<file path="src/rtl/game_tick_gen.sv">
// game_tick_gen: multi-channel game timebase.
//
// One programmable-period down-counter produces NUM_CH one-cycle pulses. Channel 0 is the main
// tick; channel i fires i*LEAD cycles before it. Each channel also drives a 50%-duty clock that
// toggles once per pulse. Supports run/pause, a period reload that only takes effect at the
// counter wrap point, and a wrapping count of main ticks.
//
// Optional feature, enabled by defining GAME_TICK_SPEEDUP_EN: every SPEEDUP_TICKS reloads the
// period shrinks by SPEEDUP_STEP, never below MIN_PERIOD. A pending period_load wins at that
// reload and restarts the speed-up interval.
//
// Ports:
//   CLOCK_50       in   1       system clock, all logic on posedge
//   reset          in   1       synchronous active-high reset
//   run            in   1       1 = count, 0 = hold
//   period_in      in   WIDTH   requested period in cycles (clamped to >= 2)
//   period_load    in   1       one-cycle strobe capturing period_in as the pending period
//   pulse          out  NUM_CH  one-cycle tick per channel
//   clk_out        out  NUM_CH  toggled clock per channel
//   tick_count     out  TICK_W  number of channel-0 pulses, wraps
//   period_active  out  WIDTH   period currently in force

module game_tick_gen #(
    parameter int unsigned WIDTH          = 28,
    parameter int unsigned NUM_CH         = 2,
    parameter int unsigned LEAD           = 15,
    parameter int unsigned DEFAULT_PERIOD = 965664,
    parameter int unsigned TICK_W         = 16,
    parameter int unsigned SPEEDUP_TICKS  = 64,
    parameter int unsigned SPEEDUP_STEP   = 4096,
    parameter int unsigned MIN_PERIOD     = 65536
) (
    input  logic              CLOCK_50,
    input  logic              reset,
    input  logic              run,
    input  logic [WIDTH-1:0]  period_in,
    input  logic              period_load,
    output logic [NUM_CH-1:0] pulse,
    output logic [NUM_CH-1:0] clk_out,
    output logic [TICK_W-1:0] tick_count,
    output logic [WIDTH-1:0]  period_active
);

    localparam logic [WIDTH-1:0] PeriodRst   = WIDTH'(DEFAULT_PERIOD);
    localparam logic [WIDTH-1:0] PeriodFloor = WIDTH'(2);

    logic [WIDTH-1:0]  cnt_q, cnt_d;
    logic [WIDTH-1:0]  period_q, period_d;
    logic [WIDTH-1:0]  pend_q, pend_d;
    logic              pend_vld_q, pend_vld_d;
    logic [NUM_CH-1:0] pulse_q, pulse_d;
    logic [NUM_CH-1:0] clk_q, clk_d;
    logic [TICK_W-1:0] tick_q, tick_d;

    logic [WIDTH-1:0]  load_val;
    logic              wrap;
    logic              take_new;
    logic [WIDTH-1:0]  new_val;

    assign load_val = (period_in < PeriodFloor) ? PeriodFloor : period_in;
    assign wrap     = run && (cnt_q == '0);
    // A load arriving in the reload cycle itself is used for that reload.
    assign take_new = period_load || pend_vld_q;
    assign new_val  = period_load ? load_val : pend_q;

`ifdef GAME_TICK_SPEEDUP_EN
    localparam int unsigned     StW        = (SPEEDUP_TICKS > 1) ? $clog2(SPEEDUP_TICKS) : 1;
    localparam longint unsigned SpeedFloor = longint'(MIN_PERIOD) + longint'(SPEEDUP_STEP);

    logic [StW-1:0]   st_q, st_d;
    logic             st_last;
    logic [WIDTH-1:0] sped_val;

    assign st_last  = (st_q == StW'(SPEEDUP_TICKS - 1));
    // max(period - step, floor) without underflowing the unsigned subtraction.
    assign sped_val = (64'(period_q) >= SpeedFloor) ? (period_q - WIDTH'(SPEEDUP_STEP))
                                                    : WIDTH'(MIN_PERIOD);
`else
    // Speed-up knobs are inert in this build; the block only keeps them referenced.
    if (SPEEDUP_TICKS == 0 || SPEEDUP_STEP == 0 || MIN_PERIOD < 2) begin : g_speedup_cfg_unused
    end
`endif

    always_comb begin
        cnt_d      = cnt_q;
        period_d   = period_q;
        pend_d     = pend_q;
        pend_vld_d = pend_vld_q;
`ifdef GAME_TICK_SPEEDUP_EN
        st_d       = st_q;
`endif

        if (period_load) begin
            pend_d     = load_val;
            pend_vld_d = 1'b1;
        end

        if (run) begin
            if (cnt_q == '0) begin
                if (take_new) begin
                    period_d   = new_val;
                    pend_vld_d = 1'b0;
`ifdef GAME_TICK_SPEEDUP_EN
                    st_d       = '0;
                end else if (st_last) begin
                    period_d   = sped_val;
                    st_d       = '0;
                end else begin
                    st_d       = st_q + StW'(1);
`endif
                end
                cnt_d = period_d - WIDTH'(1);
            end else begin
                cnt_d = cnt_q - WIDTH'(1);
            end
        end

        // cnt never exceeds period_active-1, so a channel whose threshold is at or above the
        // active period simply never matches.
        pulse_d = '0;
        for (int unsigned i = 0; i < NUM_CH; i++) begin
            pulse_d[i] = run && (64'(cnt_q) == 64'(i) * 64'(LEAD));
        end

        clk_d  = clk_q ^ pulse_q;
        tick_d = tick_q + TICK_W'(wrap);
    end

    always_ff @(posedge CLOCK_50) begin
        if (reset) begin
            cnt_q      <= PeriodRst - WIDTH'(1);
            period_q   <= PeriodRst;
            pend_q     <= '0;
            pend_vld_q <= 1'b0;
            pulse_q    <= '0;
            clk_q      <= '0;
            tick_q     <= '0;
`ifdef GAME_TICK_SPEEDUP_EN
            st_q       <= '0;
`endif
        end else begin
            cnt_q      <= cnt_d;
            period_q   <= period_d;
            pend_q     <= pend_d;
            pend_vld_q <= pend_vld_d;
            pulse_q    <= pulse_d;
            clk_q      <= clk_d;
            tick_q     <= tick_d;
`ifdef GAME_TICK_SPEEDUP_EN
            st_q       <= st_d;
`endif
        end
    end

    assign pulse         = pulse_q;
    assign clk_out       = clk_q;
    assign tick_count    = tick_q;
    assign period_active = period_q;

endmodule

</file>
<file path="config.mk">
export PLATFORM = sky130hd
export DESIGN_NAME = game_tick_gen
export DESIGN_NICKNAME = d
export VERILOG_FILES = /design/src/rtl/game_tick_gen.sv
export SDC_FILE = /design/constraint.sdc
export NUM_CORES = 1
export LEC_CHECK = 0
export ABC_AREA = 1
export CAP_MARGIN = 20
export CORE_MARGIN = 8
export CORE_UTILIZATION = 25
export DETAILED_ROUTE_END_ITERATION = 7
export GPL_TIMING_DRIVEN = 0
export PLACE_DENSITY = 0.55
export SLEW_MARGIN = 20
export SYNTH_ARGS = -nofsm -noshare
export SYNTH_HDL_FRONTEND = slang
export SYNTH_SLANG_ARGS = --single-unit
export TNS_END_PERCENT = 10
</file>
<file path="constraint.sdc">
create_clock -name CLOCK_50 -period 7.25 [get_ports CLOCK_50]
set_clock_uncertainty 0.05 [all_clocks]
set_input_delay 2.175 -clock CLOCK_50 [delete_from_list [all_inputs] [get_ports CLOCK_50]]
set_output_delay 2.175 -clock CLOCK_50 [all_outputs]
set_load 0.01 [all_outputs]
</file>
Word level (Yosys, flattened, before mapping)

Cells that the tools add are included.

Flip-flop bits (word level): 105
Word-level logic and storage cells: 28
Input bits: 32
Output and inout port bits: 48

Add/sub/neg operators: 3
Multiplexer cells: 10
Eq/ne operators: 1
Reductions and logical operators: 5
$lt $le $gt $ge: 1
Bitwise operators: 1

Operators with widths:

| cell                  | number |
|---|---|
| $mux 28               | 6 |
| $sub 28x1->28 const B | 2 |
| $eq 28x4->1 const B   | 1 |
| $logic_not 28->1      | 1 |
| $lt 28x2->1 const B   | 1 |
| $add 16x1->16         | 1 |
| $mux 1                | 4 |
| $logic_and 1x1->1     | 2 |
| $reduce_and 2->1      | 1 |
| $xor 2x2->2           | 1 |
| $logic_or 1x1->1      | 1 |

Depth between registers and ports, before layout

Gate-level depths: netlist of the first run.

Depth in word-level cells: 8
Gate-level depth with buffers: 22
Gate-level depth less buffers: 22

Least setup slack after synthesis of the first run

OpenSTA, ideal clock, no wires.

Path kind: input-to-reg
Start: input port run
End: register tick_q[14], in the netlist tick_count[14]
Library setup time: 0.132 ns
Slack: 2.378 ns
Data arrival time: 4.690 ns
Required time: 7.068 ns
Buffers on the path: 2
Cell stages on the path: 17
Path through: clkbuf_1 clkinv_1 nor2_4 buf_1 ha_1 ha_1 nand2_1 nor2_1 nand3_1 nor3_1 nand2_1 nor2_1 nand2_1 nor3b_1 nand2_1 nor2_1 nor3_1

Longest elaborated chain between the ends: 2

Ends and longest elaborated chain:

| element                | line | RTL |
|---|---|---|
| start: declaration     | 35   | `input logic run,` |
| $logic_and 1x1->1      | --   |  |
| via pulse_d[0]         | 51   | `logic [NUM_CH-1:0] pulse_q, pulse_d;` |
| $add 16x1->16          | 126  | `tick_d = tick_q + TICK_W'(wrap);` |
| end signal: assignment | 148  | `tick_q <= tick_d;` |
| end: declaration       | 53   | `logic [TICK_W-1:0] tick_q, tick_d;` |

The timed path passes the listed nets, and every way through them passes these cells.
A chain may end at the register's enable or synchronous reset.

Worst setup path after layout of the first run

Same ends and word-level chain as after synthesis.

==> results of run 1 <==
routing by layer:
layer | global-route usage | routed length (um)
met1 | 0.182 | 8600
met2 | 0.216 | 7890
met3 | 0.0293 | 1130
met4 | 0.0351 | 181
met5 | 0 | 0
flip-flops by register name (all words and copies together), names as in the netlist:
name           flops
cnt_q             28
pend_q            28
period_active     28
tick_count        16
clk_out            2
pulse              2
pend_vld_q         1
metrics by stage:
stage | hold WS, ns | instance area [sq um] | instances | utilization
2_1_floorplan | 0.390 | 5470 | 815 | -
3_3_place_gp | 0.390 | 6600 | 1173 | 0.304
3_5_place_dp | 0.393 | 6600 | 1173 | 0.304
4_1_cts | 0.414 | 6900 | 1189 | 0.318
5_1_grt | 0.436 | 6900 | 1189 | 0.318
6_report | 0.409 | 6900 | 1189 | 0.318
area by class of cell:
cell class / count / share of cell area
Timing Repair Buffer: 78 / 0.113
Buffer: 32 / 0.0279
Clock buffer: 10 / 0.0346
Clock inverter: 6 / 0.00834
Sequential cell: 105 / 0.305
Multi-Input combinational cell: 583 / 0.408
Tap cell: 280 / 0.0508
Inverter: 95 / 0.0520
path summary, 6_finish.rpt:
path,depth (start not counted),end,slack (ns),from
worst max-delay path,17,tick_count[14]$_SDFF_PP0_,1.78,run
worst min-delay path,1,tick_count[15]$_SDFF_PP0_,0.41,tick_count[15]$_SDFF_PP0_
worst min register to register,1,tick_count[15]$_SDFF_PP0_,0.41,tick_count[15]$_SDFF_PP0_
worst max register to register,21,tick_count[14]$_SDFF_PP0_,2.97,cnt_q[20]$_SDFFE_PP0P_
placed cells by master, fill, tap and decap left out, types with 14 or more instances in the layout:
master / count
inv_1: 85
clkdlybuf4s50_1: 78
dfxtp_1: 105
nand2_1: 187
nand3_1: 53
clkbuf_1: 14
o21ai_1: 20
nor2_1: 107
nor2_2: 18
a21oi_1: 72
o21ai_0: 44
critical path: cells and delay by family:
kind	cells	cell delay, ns
adder cells (fa/ha/maj)	2	0.43
buffers and inverters	3	1.07
AND/OR/NAND/NOR	12	1.97
Yosys cell counts, types with 3 or more instances:
cell type,instances
nor2_1,107
nor2_2,18
a31oi_1,9
o21ai_0,44
a21oi_1,72
nand4_1,9
o211ai_1,4
xor2_1,5
buf_2,4
nand3_1,53
nor3_1,7
inv_1,85
nand2_2,3
clkbuf_1,14
xnor2_1,3
nand3b_1,3
o21ai_1,20
inv_2,8
o22ai_1,3
o21ai_2,5
dfxtp_1,105
o22a_1,8
nor2_4,8
buf_1,4
ha_1,3
buf_6,8
nand2_1,187
where the power goes:
part | switching (W) | internal [W] | leakage (nW)
logic | 0.000108 | 0.0000608 | 1.80
registers | 0.00000995 | 0.000595 | 0.858
clock network | 0.000248 | 0.000251 | 0.147
total | 0.000366 | 0.000907 | 2.80
cells by family after synthesis:
kind of cell / count (synthesis) / synth area share
AND/OR/NAND/NOR: 402 / 0.320
AO/OA/AOI/OAI: 170 / 0.175
buffers and inverters: 127 / 0.101
flip-flops: 105 / 0.384
XOR/XNOR: 8 / 0.0128
adder cells (fa/ha/maj): 3 / 0.00686
==> flow_summary.ini, run 1 <==
[sta]
finalCritPeriodShare = 0.755
finalCriticalPeriod_ns = 5.47
fin_ws_ns = 1.78
setup_violations = 0
maxSlewHeadroom = 0.478
worstMarginPinSlew_ns = 0.783
final-hold-violation-count = 0
tns_ns = 0
maxSlewViolCount = 0
max_freq_ghz = 0.183
rsz0062_at_grt = no

[layout]
antennaDiodeCount = 0
n_fill_cell = 2359
finalNetCount = 939
syn2layout_area_growth_pct = 26.1
multiInputGateArea_sq_um = 2820
drive_above_1_share = 0.0891
seq_area_sq_um = 2100

[worst_setup_path]
startpoint_type = input port
critPathKind = in -> reg
worstPathRequired_ns = 7.42
crit_path_max_incr_delay_ns = 0.45
worstPathCellList = clkbuf_1 -> clkinv_1 -> nor2_4 -> buf_1 -> ha_1 -> ha_1 -> nand2_1 -> nor2_1 -> nand3_1 -> nor3_1 -> nand2_1 -> nor2_1 -> nand2_1 -> nor3b_1 -> nand2_1 -> nor2_1 -> nor3_1
crit_slowest_cell = buf_1
cp_data_arrival_time_ns = 5.64
cp-end-kind = flip-flop
crit_fanout = 10
crit_path_frequent_cell = nand2_1

[drt]
drtIter0Drc = 358
post_drt_wl_per_cell_um = 15.0
ant_nets = 0
routed_wl_mm = 17.8
vias = 5483
first_pass_iters = 5
via_per_inst = 4.61
drcViolationCount = 0

[power]
irDropWorstVdd_mv = 0.119
total_power_w = 0.00127
power_leakage_nw = 2.80
powerDensity_nw_per_um2 = 185

[floorplan]
die_h_um = 164
core_area_sq_um = 21700
initial_core_util = 0.252
dieWidth_um = 164
std_cell_rows = 54
io_pins = 80
dieArea_sq_um = 26900

[global_route]
antenna_found_initial = 0
grt_max_degree = 20
grt_pass1_vias = 5252
grt_usage = 0.136
grt_pass1_wl_mm = 28.5
grt_overflow = 0

[logic_synthesis]
synth-edff-count = 0
syn_avg_cell_area_sq_um = 6.71
ys_seq_area_frac = 0.384
yosysTopAreaCell = dfxtp_1
synth-seq-cells = 105
synth_warnings = 0
async_flop_share = 0
synth_ff_type = dfxtp_1
synth.distinct_cells = 40
syn_inst = 815
netlist_area_sq_um = 5470
synth_top_area_share = 0.384
synthTopCellsByArea = dfxtp_1, nand2_1, nor2_1
syn-num-nets = 850

[clock_network]
hold_buffers = 0
cts-root-buf = clkbuf_16
postCtsSetupRepairBufs = 0
path_clk_slew_ns = 0.07
cts.sinks = 105
cts_resized = 0
htree_num_levels = 3
cts_tree = built
clk_path_buf_depth = 2
cts_buffers = 9
worstSkewPairLatency_ns = 0.36

[place]
port_buffers = 78
hpwl_mm = 13.9
gp_congestion = 0.924
placement.setup.worst_slack_ns = 1.50

[run]
timing.max_cap.violations = 0

[outcome]
outcome = finished, final reports clean

[min_path]
hold_class = reg -> reg
Power figures use the tool's default switching activity.
==> run 2, diff against run 1 <==
- PLACE_DENSITY: 0.55 -> 0.56
- clock period: 7.25 -> 4.81 ns (I/O delays scaled with it)
==> run 2 against run 1 <==
Against the previous run: power increased by 50%; clock-buffer cell count rose by 1; setup slack worse by 1.3 ns; core utilization shrank 0.058 points; final cell count hardly changed; design area fell by 0.18%; sequential power up 51%.
==> flow_summary.ini, run 2 (same netlist as run 1, synthesis figures left out) <==
[floorplan]
initial_core_util = 0.252
std_cell_rows = 54
core_area_sq_um = 21700
die_h_um = 164
io_pins = 80
dieWidth_um = 164
dieArea_sq_um = 26900

[global_route]
grt_usage = 0.137
antenna_found_initial = 0
grt_max_degree = 18
grt_overflow = 0
use_met3 = 0.0303
grt_pass1_vias = 5234
grt_pass1_wl_mm = 28.4
grt_busiest_layer = met2
use_met2 = 0.220
grt_use_met1 = 0.184

[worst_setup_path]
cp-end-kind = flip-flop
cp_data_arrival_time_ns = 4.53
r2r-start = cnt_q[20]$_SDFFE_PP0P_
crit_fanout = 16
worstSetupStartpoint = run
critPathKind = in -> reg
startpoint_type = input port
r2r.worst_path.cells = 20
worstPathRequired_ns = 4.98

[place]
port_buffers = 78
gp_congestion = 0.911
hpwl_mm = 14.0
dp_cells = 1173

[sta]
maxSlewHeadroom = 0.502
setup_violations = 0
whs_ns = 0.405
finalCritPeriodShare = 0.908
maxSlewViolCount = 0
final-hold-violation-count = 0
finalCriticalPeriod_ns = 4.37
worstMarginPinSlew_ns = 0.747
max_freq_ghz = 0.229
rsz0062_at_grt = no

[min_path]
holdPathStages = 1
hold_class = reg -> reg
hp-start = tick_count[15]$_SDFF_PP0_

[power]
irDropWorstVdd_mv = 0.162
total_power_w = 0.00190
powerDensity_nw_per_um2 = 277
power_leakage_nw = 2.79

[clock_network]
clk_path_buf_depth = 2
htree_num_levels = 3
cts_buffers = 9
cts_tree = built
postCtsSetupRepairBufs = 0
worstSkewPairLatency_ns = 0.36
path_clk_slew_ns = 0.07
cts.sinks = 105
cts-root-buf = clkbuf_16

[drt]
drtIter0Drc = 306
routed_wl_mm = 17.9
via_per_inst = 4.61
ant_nets = 0
vias = 5480
first_pass_iters = 5
drcViolationCount = 0
post_drt_wl_per_cell_um = 15.1

[run]
timing.max_cap.violations = 0

[layout]
final_util = 0.318
final_common_cell = nand2_1
antennaDiodeCount = 0
drive_above_1_share = 0.0892
finalNetCount = 938
syn2layout_area_growth_pct = 25.9
finalNonFillerCells = 1188
seq_area_sq_um = 2100
multiInputGateArea_sq_um = 2820
final_cell_mix = nand2_1, nor2_1, dfxtp_1
n_fill_cell = 2384

[outcome]
outcome = finished, final reports clean
-- run 2: what timing repair did --
item / in CTS / in global routing
endpoints found under the setup margin: 0 / 2
hold buffers: 0 / 0
gates resized for setup: 0 / 0
-- run 2: metal layers --
| metal | up-vias | share of wire |
|---|---|---|
| met1 | 2518 | 0.49 |
| met2 | 132 | 0.44 |
| li1 | 2817 | - |
| met5 | - | 0 |
| met4 | 0 | 0.010 |
| met3 | 13 | 0.060 |
-- run 2: per-stage QoR --
stage	setup TNS (ns)	worst slack, ns	instance area (sq um)
after global placement	-0.213	-0.185	6600
after global routing	0	0.0133	6890
after CTS	0	0.156	6890
after detailed placement	-0.265	-0.212	6600
final	0	0.441	6890
after floorplan	0	0.670	5470
-- run 2: worst paths after layout --
check | slack, ns | endpoint
setup / recovery | 0.44 | tick_count[14]$_SDFF_PP0_
hold / removal | 0.40 | tick_count[15]$_SDFF_PP0_
setup reg to reg | 0.93 | tick_count[14]$_SDFF_PP0_
hold reg to reg | 0.40 | tick_count[15]$_SDFF_PP0_
-- run 2: final cells by class --
type | count | share of cell area
clock buffer | 11 | 0.0367
buffer | 31 | 0.0274
sequential | 105 | 0.305
inverter | 95 | 0.0521
multi-input combinational | 583 | 0.409
clock inverter | 5 | 0.00509
tap | 280 | 0.0509
timing repair buffer | 78 | 0.113
-- run 2: report_power, final --
group	total, W	internal (W)	switching [W]
logic	0.000254	0.0000915	0.000162
registers	0.000913	0.000897	0.0000153
clock network	0.000738	0.000382	0.000356
total	0.00190	0.00137	0.000534
-- run 2: critical path: stages --
cell	delay, ns
clkbuf_1	0.19
clkinv_1	0.41
nor2_4	0.51
ha_1	0.26
ha_1	0.17
nand2_1	0.08
nor2_1	0.15
nand3_1	0.13
nor3_1	0.23
nand2_1	0.11
nor2_1	0.17
nand2_1	0.10
nor3b_1	0.34
nand2_1	0.08
nor2_1	0.10
nor3_1	0.05
